==> config.mk <==
export PLATFORM = sky130hd
export DESIGN_NAME = sprite_addr_calc
export DESIGN_NICKNAME = d
export VERILOG_FILES = /design/src/rtl/sprite_addr_calc.sv
export SDC_FILE = /design/constraint.sdc
export NUM_CORES = 1
export LEC_CHECK = 0
export BUFFER_PORTS_ARGS = -buffer_cell sky130_fd_sc_hd__buf_2
export CAP_MARGIN = 0
export CORE_MARGIN = 3
export CORE_UTILIZATION = 50
export DETAILED_ROUTE_END_ITERATION = 10
export GPL_TIMING_DRIVEN = 0
export PLACE_DENSITY = 0.7
export REMOVE_ABC_BUFFERS = 1
export SLEW_MARGIN = 30
export SYNTH_ARGS = -nofsm -noshare
export SYNTH_HDL_FRONTEND = slang
export SYNTH_SLANG_ARGS = --single-unit
==> constraint.sdc <==
create_clock -name clk -period 1.5 [get_ports clk]
set_input_delay 0.3 -clock clk [delete_from_list [all_inputs] [get_ports clk]]
set_output_delay 0.3 -clock clk [all_outputs]
set_load 0.02 [all_outputs]
==> src/rtl/sprite_addr_calc.sv <==
// Per-sprite pixel address generator: maps a raster position onto a sprite
// memory address, handling tiling, horizontal flip and horizontal scroll.
module sprite_addr_calc #(
  parameter int ADDR_W  = 16,
  parameter int COORD_W = 10
) (
  input  logic                   clk,
  input  logic                   reset,
  input  logic [5*ADDR_W-1:0]    pattern_info,
  input  logic [3*COORD_W+1:0]   sprite_info,
  input  logic [COORD_W-1:0]     hcount,
  input  logic [COORD_W-1:0]     vcount,
  output logic [ADDR_W-1:0]      addr_output,
  output logic                   valid
);

  // Extended width holds signed pixel offsets and unsigned pattern sizes together
  localparam int EXT_W = ADDR_W + 2;

  logic [ADDR_W-1:0]  base_s;
  logic [ADDR_W-1:0]  tile_w_s;
  logic [ADDR_W-1:0]  tile_h_s;
  logic [ADDR_W-1:0]  disp_w_s;
  logic [ADDR_W-1:0]  disp_h_s;
  logic               visible_s;
  logic               flip_s;
  logic [COORD_W-1:0] x_s;
  logic [COORD_W-1:0] y_s;
  logic [COORD_W-1:0] shift_s;

  logic signed [COORD_W+1:0] left_s;
  logic signed [COORD_W:0]   row_s;
  logic signed [EXT_W-1:0]   col_ext_s;
  logic signed [EXT_W-1:0]   row_ext_s;
  logic signed [EXT_W-1:0]   disp_w_ext_s;
  logic signed [EXT_W-1:0]   disp_h_ext_s;
  logic                      inside_s;
  logic [ADDR_W-1:0]         colf_s;
  logic [ADDR_W-1:0]         tc_s;
  logic [ADDR_W-1:0]         tr_s;
  logic [ADDR_W-1:0]         addr_s;

  logic [ADDR_W-1:0] addr_d, addr_q;
  logic              valid_d, valid_q;

  assign base_s    = pattern_info[5*ADDR_W-1:4*ADDR_W];
  assign tile_w_s  = pattern_info[4*ADDR_W-1:3*ADDR_W];
  assign tile_h_s  = pattern_info[3*ADDR_W-1:2*ADDR_W];
  assign disp_w_s  = pattern_info[2*ADDR_W-1:ADDR_W];
  assign disp_h_s  = pattern_info[ADDR_W-1:0];

  assign visible_s = sprite_info[3*COORD_W+1];
  assign flip_s    = sprite_info[3*COORD_W];
  assign x_s       = sprite_info[3*COORD_W-1:2*COORD_W];
  assign y_s       = sprite_info[2*COORD_W-1:COORD_W];
  assign shift_s   = sprite_info[COORD_W-1:0];

  // Left edge may go negative when the sprite is scrolled off the left side
  assign left_s       = {2'b00, x_s} - {2'b00, shift_s};
  assign row_s        = {1'b0, vcount} - {1'b0, y_s};
  assign col_ext_s    = {{(EXT_W-COORD_W){1'b0}}, hcount}
                      - {{(EXT_W-COORD_W-2){left_s[COORD_W+1]}}, left_s};
  assign row_ext_s    = {{(EXT_W-COORD_W-1){row_s[COORD_W]}}, row_s};
  assign disp_w_ext_s = {2'b00, disp_w_s};
  assign disp_h_ext_s = {2'b00, disp_h_s};

  assign inside_s = visible_s
                  && !col_ext_s[EXT_W-1] && (col_ext_s < disp_w_ext_s)
                  && !row_ext_s[EXT_W-1] && (row_ext_s < disp_h_ext_s)
                  && (tile_w_s != {ADDR_W{1'b0}})
                  && (tile_h_s != {ADDR_W{1'b0}});

  always_comb begin
    colf_s = col_ext_s[ADDR_W-1:0];
    if (flip_s) begin
      colf_s = disp_w_s - ADDR_W'(1) - col_ext_s[ADDR_W-1:0];
    end else begin
      colf_s = col_ext_s[ADDR_W-1:0];
    end
  end

  // Tile sizes are powers of two, so wrapping reduces to masking
  assign tc_s   = colf_s & (tile_w_s - ADDR_W'(1));
  assign tr_s   = row_ext_s[ADDR_W-1:0] & (tile_h_s - ADDR_W'(1));
  assign addr_s = base_s + (tr_s * tile_w_s) + tc_s;

  always_comb begin
    addr_d  = {ADDR_W{1'b1}};
    valid_d = 1'b0;
    if (inside_s) begin
      addr_d  = addr_s;
      valid_d = 1'b1;
    end else begin
      addr_d  = {ADDR_W{1'b1}};
      valid_d = 1'b0;
    end
  end

  always_ff @(posedge clk or posedge reset) begin
    if (reset) begin
      addr_q  <= {ADDR_W{1'b1}};
      valid_q <= 1'b0;
    end else begin
      addr_q  <= addr_d;
      valid_q <= valid_d;
    end
  end

  assign addr_output = addr_q;
  assign valid       = valid_q;

endmodule

==> results of run 1 <==
-- state kept, by name, indices dropped and copies added (netlist names) --
signal,count
addr_output,16
valid,1
-- stage by stage --
stage	total power [uW]	utilization, %
after floorplan	14600	-
after global placement	17300	57.1
after detailed placement	17900	57.3
after CTS	23300	62.9
after global routing	32800	66.1
final	30100	66.1
-- metal layers --
metal  share of wire, %  global-route usage (%)  up-vias  wire, um
li1                   -                       -     3804         -
met1                 38                    30.3     3843      9620
met2                 51                    46.4      271     13200
met3                6.6                    4.63       81      1700
met4                4.2                    9.88       12      1060
met5               0.34                       0        -        86
-- path summary, 6_finish.rpt --
check                                 start                   endpoint  slack, ns  depth (start not counted)
worst max-delay path         sprite_info[0]  addr_output[15]$_DFF_PP1_      -7.33                         38
worst min-delay path                  reset            valid$_DFF_PP0_       0.10                          2
max in group asynchronous             reset            valid$_DFF_PP0_       1.02                          2
min in group clk           pattern_info[64]   addr_output[0]$_DFF_PP1_       0.51                          3
-- cells in the final DEF (no fill, tap or decap), drive strengths merged, types with 3 or more instances in the layout --
cell type and instances:
o21ai 33, diode 6, a21boi 4, or3 4, o211ai 8, or2 7, a21oi 42, ha 122
fa 112, and2 43, buf 209, clkbuf 4, nor4 12, nor3b 5, xnor2 49, nand3 5
o21bai 8, and3 10, nand2 122, xor2 32, o21a 13, mux2i 3, a31oi 3, nor2b 12
or4 9, o31ai 5, nor2 43, dfstp 16, a221oi 3, nor3 24, inv 238, a21o 14
xnor3 7, nand2b 10
-- cells by family after synthesis --
group | share of synthesized area [%]
xor gates and xnor gates | 10.0
buffers and inverters | 11.8
and+or+nand+nor | 17.7
DFF | 5.11
adders and majority gates | 43.2
muxes | 0.344
AOI/OAI and AO/OA | 11.8
-- cell type report --
type                       count  area (um2)
multi-input combinational    793        8090
timing repair buffer         209        1290
tap                          220         275
timing repair inverter         1        6.26
sequential                    17         445
inverter                     237         907
antenna                        6        15.0
fill                        1399        5710
clock buffer                   4        78.8
-- what timing repair did --
item,CTS,global route
endpoints found under the setup margin,17,17
cloned,1,0
setup buffers,38,21
resized for setup,118,81
pin swaps,96,99
-- report_power, final --
group / switching (uW) / internal (uW) / total (uW)
logic: 14200 / 14700 / 29000
registers: 12.2 / 606 / 618
clock network: 172 / 361 / 533
total: 14400 / 15700 / 30100
==> flow_summary.toml, run 1 <==
[outcome]
status = "finished with violations"
violations = "setup timing"

[route]
wire_per_inst_um = 17.2
vias_per_cell = 5.39
finalWirelength_um = 25600
firstDrtPassIters = 4
first_iter_violations = 413
drc = 0
drtAntennaViolNets = 0
route.vias.total = 8011

[setup_path]
max_stage_delay_ns = 0.54
crit_buf_inv = 4
crit_path_end_kind = "register"
cp_top_family = "adder cells"
worstPathMaxFanout = 3
crit_slowest_cell = "fa_1"
crit_type = "in -> reg"
cp.arrival_ns = 9.01
path_common_cell = "fa_1"
startpoint_type = "input pin"
cp.required_ns = 1.68

[floorplan]
dieHeight_um = 138
coreArea_um2 = 16800
initial_core_util_pct = 51.9
die-area_um2 = 19100
top_level_ports = 151
die_x_um = 138
num_rows = 47

[placement]
routabilityCongestion = 0.913
hpwlAfterDp_um = 19200
place_ws_ns = -8.46
dpl-instance-area_um2 = 9630
portBuffers = 150
dpl.cell_count = 1418

[grt]
grtUsageTotal_pct = 25.7
first_global_vias = 8283
grt_start_max_net_pins = 30
antenna_found_initial = 11
grt_pass1_wl_um = 40400
overflow = 0

[finish]
fin_cells = 1487
design_area_um2 = 11100
area_growth_pct = 27.4
fin_nets = 1630
drive_above_1_share_pct = 30.6

[synth]
synth-async-reset-ratio_pct = 100
yosysMostFrequentCell = "inv_1"
ys_ff_latch = 17
syn_inst = 1076
synth_edf_count = 0
synth_area_um2 = 8720
yosys_warnings = 0
ys_seq_area_share_pct = 5.11
syn_area_per_cell_um2 = 8.11
synth_top_area_share_pct = 25.7
synth_area_leaders = "fa_1, ha_1, inv_1"
synthTopCellsByCount = "inv_1, ha_1, nand2_1"
synthFlopType = "dfstp_2"
yosysUniqueCellTypes = 64
synth_top_area_cell = "fa_1"

[clock_tree]
htreeDepth = 1
cts_inserted_buffers = 3
clk_pin_slew_ns = 0.05
tritoncts = "yes"
clockRootBuffer = "clkbuf_16"
cts_sinks = 17
cts_hold_buf = 0
cts_max_path_buffers = 2

[timing]
tns_ns = -87.44
slew_violations = 0
rsz0062_at_grt = "true"
max_freq_ghz = 0.113
hold_violations = 0
tightest_slew_ns = 0.939
min_period_ns = 8.83
whs_ns = 0.104
setup_ws_ns = -7.33
relSlewSlack_pct = 37.2
setup_viol = 17
min_period_over_period_pct = 589

[power]
powerDensity_nw_per_um2 = 2710
vdd_ir_drop_max_mv = 4.85
power.leakage_uw = 0.00559

[min_path]
hold_class = "in -> async"

[flow_run]
max_cap_violations = 0
No activity file was read; power rests on OpenSTA's default activity.
==> run 2, diff against run 1 <==
--- a/config.mk
+++ b/config.mk
@@ -13,6 +13,7 @@
 export GPL_TIMING_DRIVEN = 0
 export PLACE_DENSITY = 0.7
 export REMOVE_ABC_BUFFERS = 1
+export SKIP_CTS_REPAIR_TIMING = 1
 export SLEW_MARGIN = 30
 export SYNTH_ARGS = -nofsm -noshare
 export SYNTH_HDL_FRONTEND = slang
==> flow_summary.toml, run 2 (same netlist as run 1, synthesis figures left out) <==
[floorplan]
num_rows = 47
dieHeight_um = 138
top_level_ports = 151
coreArea_um2 = 16800
die_x_um = 138
initial_core_util_pct = 51.9
die-area_um2 = 19100

[timing]
rsz0062_at_grt = "true"
relSlewSlack_pct = 35.0
slew_violations = 0
hold_violations = 0
whs_ns = 0.102
max_freq_ghz = 0.112
tightest_slew_ns = 0.974
setup_ws_ns = -7.43
min_period_ns = 8.93
min_period_over_period_pct = 595
setup_viol = 17

[grt]
antenna_found_initial = 12
grt_start_max_net_pins = 30
first_global_vias = 7745
grtUsageTotal_pct = 23.8
overflow = 0
grt_pass1_wl_um = 37500

[finish]
largest_reg_flops = 16
design_area_um2 = 10800
area_growth_pct = 24.4
drive_above_1_share_pct = 27.9
final_cell_mix = "inv_1, buf_2, nand2_1"
fin_nets = 1611
final_common_cell = "inv_1"
fin_cells = 1469

[route]
vias_per_cell = 5.29
firstDrtPassIters = 6
wire_per_inst_um = 16.7
drtAntennaViolNets = 0
drc = 0
first_iter_violations = 400
route.vias.total = 7777
finalWirelength_um = 24500

[outcome]
status = "finished with violations"
violations = "setup timing"

[clock_tree]
tritoncts = "yes"
clk_pin_slew_ns = 0.05
htreeDepth = 1
cts_inserted_buffers = 3
cts_sinks = 17
cts_max_path_buffers = 2
clockRootBuffer = "clkbuf_16"

[setup_path]
worstPathMaxFanout = 4
max_stage_delay_ns = 0.52
cp.required_ns = 1.68
startpoint_type = "input pin"
cp_top_family = "adder cells"
crit_path_end_kind = "register"
crit_buf_inv = 4
cp.arrival_ns = 9.11
crit_type = "in -> reg"
crit_slowest_cell = "or4_4"

[power]
powerDensity_nw_per_um2 = 2440
vdd_ir_drop_max_mv = 3.84
power.leakage_uw = 0.00550

[placement]
hpwlAfterDp_um = 19200
dpl.cell_count = 1418
dpl-instance-area_um2 = 9630
routabilityCongestion = 0.913
portBuffers = 150

[flow_run]
max_cap_violations = 0

[min_path]
hold_class = "in -> async"
## run 2: stage by stage
stage               setup TNS [ns]  worst slack (ns)  power, uW  util, %
finish                      -86.97             -7.43      26500     64.5
global route                -91.76             -7.80      29000     64.5
CTS                         -91.76             -8.24      18500     57.7
detailed placement          -96.14             -8.46      17900     57.3
global placement            -95.01             -8.31      17300     57.1
floorplan                   -82.21             -7.18      14600        -
## run 2: power by group
| group | leakage, uW | internal [uW] | total (uW) | switching, uW |
|---|---|---|---|---|
| Combinational | 0.00528 | 12600 | 25300 | 12800 |
| Clock | 0.0000382 | 361 | 538 | 177 |
| Sequential | 0.000182 | 606 | 619 | 12.1 |
| Total | 0.00550 | 13500 | 26500 | 12900 |
## run 2: per-layer routing
metal	wire length (um)	vias up	GRT usage [%]
li1	-	3759	-
met1	9730	3702	29.5
met2	12400	229	41.8
met3	1330	75	3.90
met4	990	12	9.00
met5	76	-	0
## run 2: path summary, 6_finish.rpt
path                                   from  slack (ns)                        end  depth (start not counted)
worst max-delay path        sprite_info[20]       -7.43  addr_output[15]$_DFF_PP1_                         40
worst min-delay path                  reset        0.10            valid$_DFF_PP0_                          2
max in group asynchronous             reset        1.03            valid$_DFF_PP0_                          2
min in group clk           pattern_info[64]        0.49   addr_output[0]$_DFF_PP1_                          3
## run 2: final cells by class
type / count / area, um2
sequential: 17 / 445
tap: 220 / 275
antenna: 7 / 17.5
clock buffer: 4 / 78.8
fill: 1436 / 5970
inverter: 237 / 902
timing repair buffer: 191 / 1160
multi-input combinational: 793 / 7970
==> run 3, diff against run 2 <==
--- a/config.mk
+++ b/config.mk
@@ -7,11 +7,13 @@
 export LEC_CHECK = 0
 export BUFFER_PORTS_ARGS = -buffer_cell sky130_fd_sc_hd__buf_2
 export CAP_MARGIN = 0
+export CELL_PAD_IN_SITES_DETAIL_PLACEMENT = 0
+export CELL_PAD_IN_SITES_GLOBAL_PLACEMENT = 1
 export CORE_MARGIN = 3
-export CORE_UTILIZATION = 50
+export CORE_UTILIZATION = 47
 export DETAILED_ROUTE_END_ITERATION = 10
 export GPL_TIMING_DRIVEN = 0
-export PLACE_DENSITY = 0.7
+export PLACE_DENSITY = 0.87
 export REMOVE_ABC_BUFFERS = 1
 export SKIP_CTS_REPAIR_TIMING = 1
 export SLEW_MARGIN = 30
==> flow_summary.toml, run 3 (same netlist as run 1, synthesis figures left out) <==
[outcome]
status = "finished with violations"
violations = "setup timing"

[setup_path]
cp.arrival_ns = 9.00
crit_type = "in -> reg"
cp.required_ns = 1.68
crit_path_end_kind = "register"
crit_slowest_cell = "or4_4"
worstPathMaxFanout = 3
cp-startpoint = "sprite_info[20]"
startpoint_type = "input pin"
cp_top_family = "adder cells"
crit_buf_inv = 4
max_stage_delay_ns = 0.52

[route]
wire_per_inst_um = 15.9
vias_per_cell = 5.20
drtAntennaViolNets = 0
drc = 0
first_iter_violations = 244
route.vias.total = 7606
finalWirelength_um = 23300
firstDrtPassIters = 8

[timing]
slew_violations = 0
setup_viol = 17
max_freq_ghz = 0.113
setup_ws_ns = -7.32
min_period_over_period_pct = 588
rsz0062_at_grt = "true"
hold_violations = 0
tightest_slew_ns = 0.896
min_period_ns = 8.82
relSlewSlack_pct = 40.0

[floorplan]
coreArea_um2 = 18100
die_x_um = 142
top_level_ports = 151
dieHeight_um = 142
die-area_um2 = 20200
initial_core_util_pct = 48.2
num_rows = 49

[power]
netSwitchingFraction_pct = 50.0
powerDensity_nw_per_um2 = 2230
p_seq_share_pct = 2.6
vdd_ir_drop_max_mv = 1.74
clkPwrFrac_pct = 2.2
internal_power_uw = 11700
p_comb_share_pct = 95.1
power.switching_uw = 11700
power.leakage_uw = 0.00535

[grt]
grtUsageTotal_pct = 22.2
grt_pass1_wl_um = 36100
overflow = 0
grt_start_max_net_pins = 30
busiest_layer = "met2"
grt_util_met1_pct = 27.0
first_global_vias = 7534
antenna_found_initial = 7
met3_usage_pct = 2.82
grt_util_met2_pct = 41.9

[clock_tree]
cts_max_path_buffers = 2
clockRootBuffer = "clkbuf_16"
htreeDepth = 1
cts_inserted_buffers = 3
clk_pin_slew_ns = 0.05
tritoncts = "yes"
cts_sinks = 17

[placement]
dpl-instance-area_um2 = 9630
portBuffers = 150
routabilityCongestion = 0.875
dpl.cell_count = 1426
hpwlAfterDp_um = 19300

[finish]
largest_reg_flops = 16
design_area_um2 = 10500
fin_cells = 1462
area_growth_pct = 20.5
drive_above_1_share_pct = 26.1
final_common_cell = "inv_1"
final_cell_mix = "inv_1, buf_2, nand2_1"
fin_nets = 1598

[min_path]
hold_class = "in -> async"

[flow_run]
max_cap_violations = 0
-- run 3: cell count changes in the layout (fill, tap and decap cells not counted), moves of 3 or more --
cell | before | now
xnor2_1 | 34 | 40
a21oi_4 | 6 | 3
inv_4 | 5 | 1
diode_2 | 7 | 4
ha_1 | 100 | 104
xnor2_2 | 14 | 8
ha_4 | 20 | 16
buf_4 | 20 | 27
a21oi_2 | 9 | 12
buf_6 | 23 | 3
-- run 3: power by group through the flow --
| stage | sequential, uW | clock (uW) | combinational [uW] |
|---|---|---|---|
| after global placement | 626 | 0 | 16800 |
| after detailed placement | 628 | 0 | 17300 |
| after global routing | 627 | 545 | 24800 |
| final | 620 | 522 | 22300 |
| after floorplan | 737 | 0 | 13900 |
| after CTS | 622 | 529 | 17300 |
-- run 3: area by class of cell --
class / count / area (um2)
timing repair inverter: 1 / 7.51
clock buffer: 3 / 75.1
multi-input combinational: 793 / 7820
clock inverter: 1 / 5.00
sequential: 17 / 445
tap: 229 / 287
fill: 1666 / 7570
timing repair buffer: 177 / 972
inverter: 237 / 896
antenna: 4 / 10.0
-- run 3: worst max path at each step --
| stage | endpoint | slack [ns] | cells after the start |
|---|---|---|---|
| after CTS | addr_output[15]$_DFF_PP1_ | -8.09 | 44 |
| after floorplan | addr_output[15]$_DFF_PP1_ | -7.18 | 42 |
| after detailed placement | addr_output[15]$_DFF_PP1_ | -8.33 | 44 |
| after global routing | addr_output[15]$_DFF_PP1_ | -7.68 | 43 |
| final | addr_output[15]$_DFF_PP1_ | -7.32 | 40 |
| after global placement | addr_output[15]$_DFF_PP1_ | -8.19 | 44 |
-- run 3: per-stage QoR --
step	util, %	setup slack (ns)	power (uW)	hold slack (ns)	setup TNS, ns
2_1_floorplan	-	-7.18	14600	0.215	-82.21
3_3_place_gp	53.2	-8.19	17500	0.370	-95.30
3_5_place_dp	53.3	-8.33	17900	0.384	-96.51
4_1_cts	53.7	-8.09	18500	0.122	-92.13
5_1_grt	58.1	-7.68	26000	0.150	-90.74
6_report	58.1	-7.32	23400	0.0992	-85.74
-- run 3: metal layers --
| metal | vias to the layer above | share of wire, % |
|---|---|---|
| li1 | 3729 | - |
| met1 | 3624 | 39 |
| met2 | 208 | 53 |
| met3 | 39 | 5.9 |
| met4 | 6 | 1.9 |
| met5 | - | 0.17 |
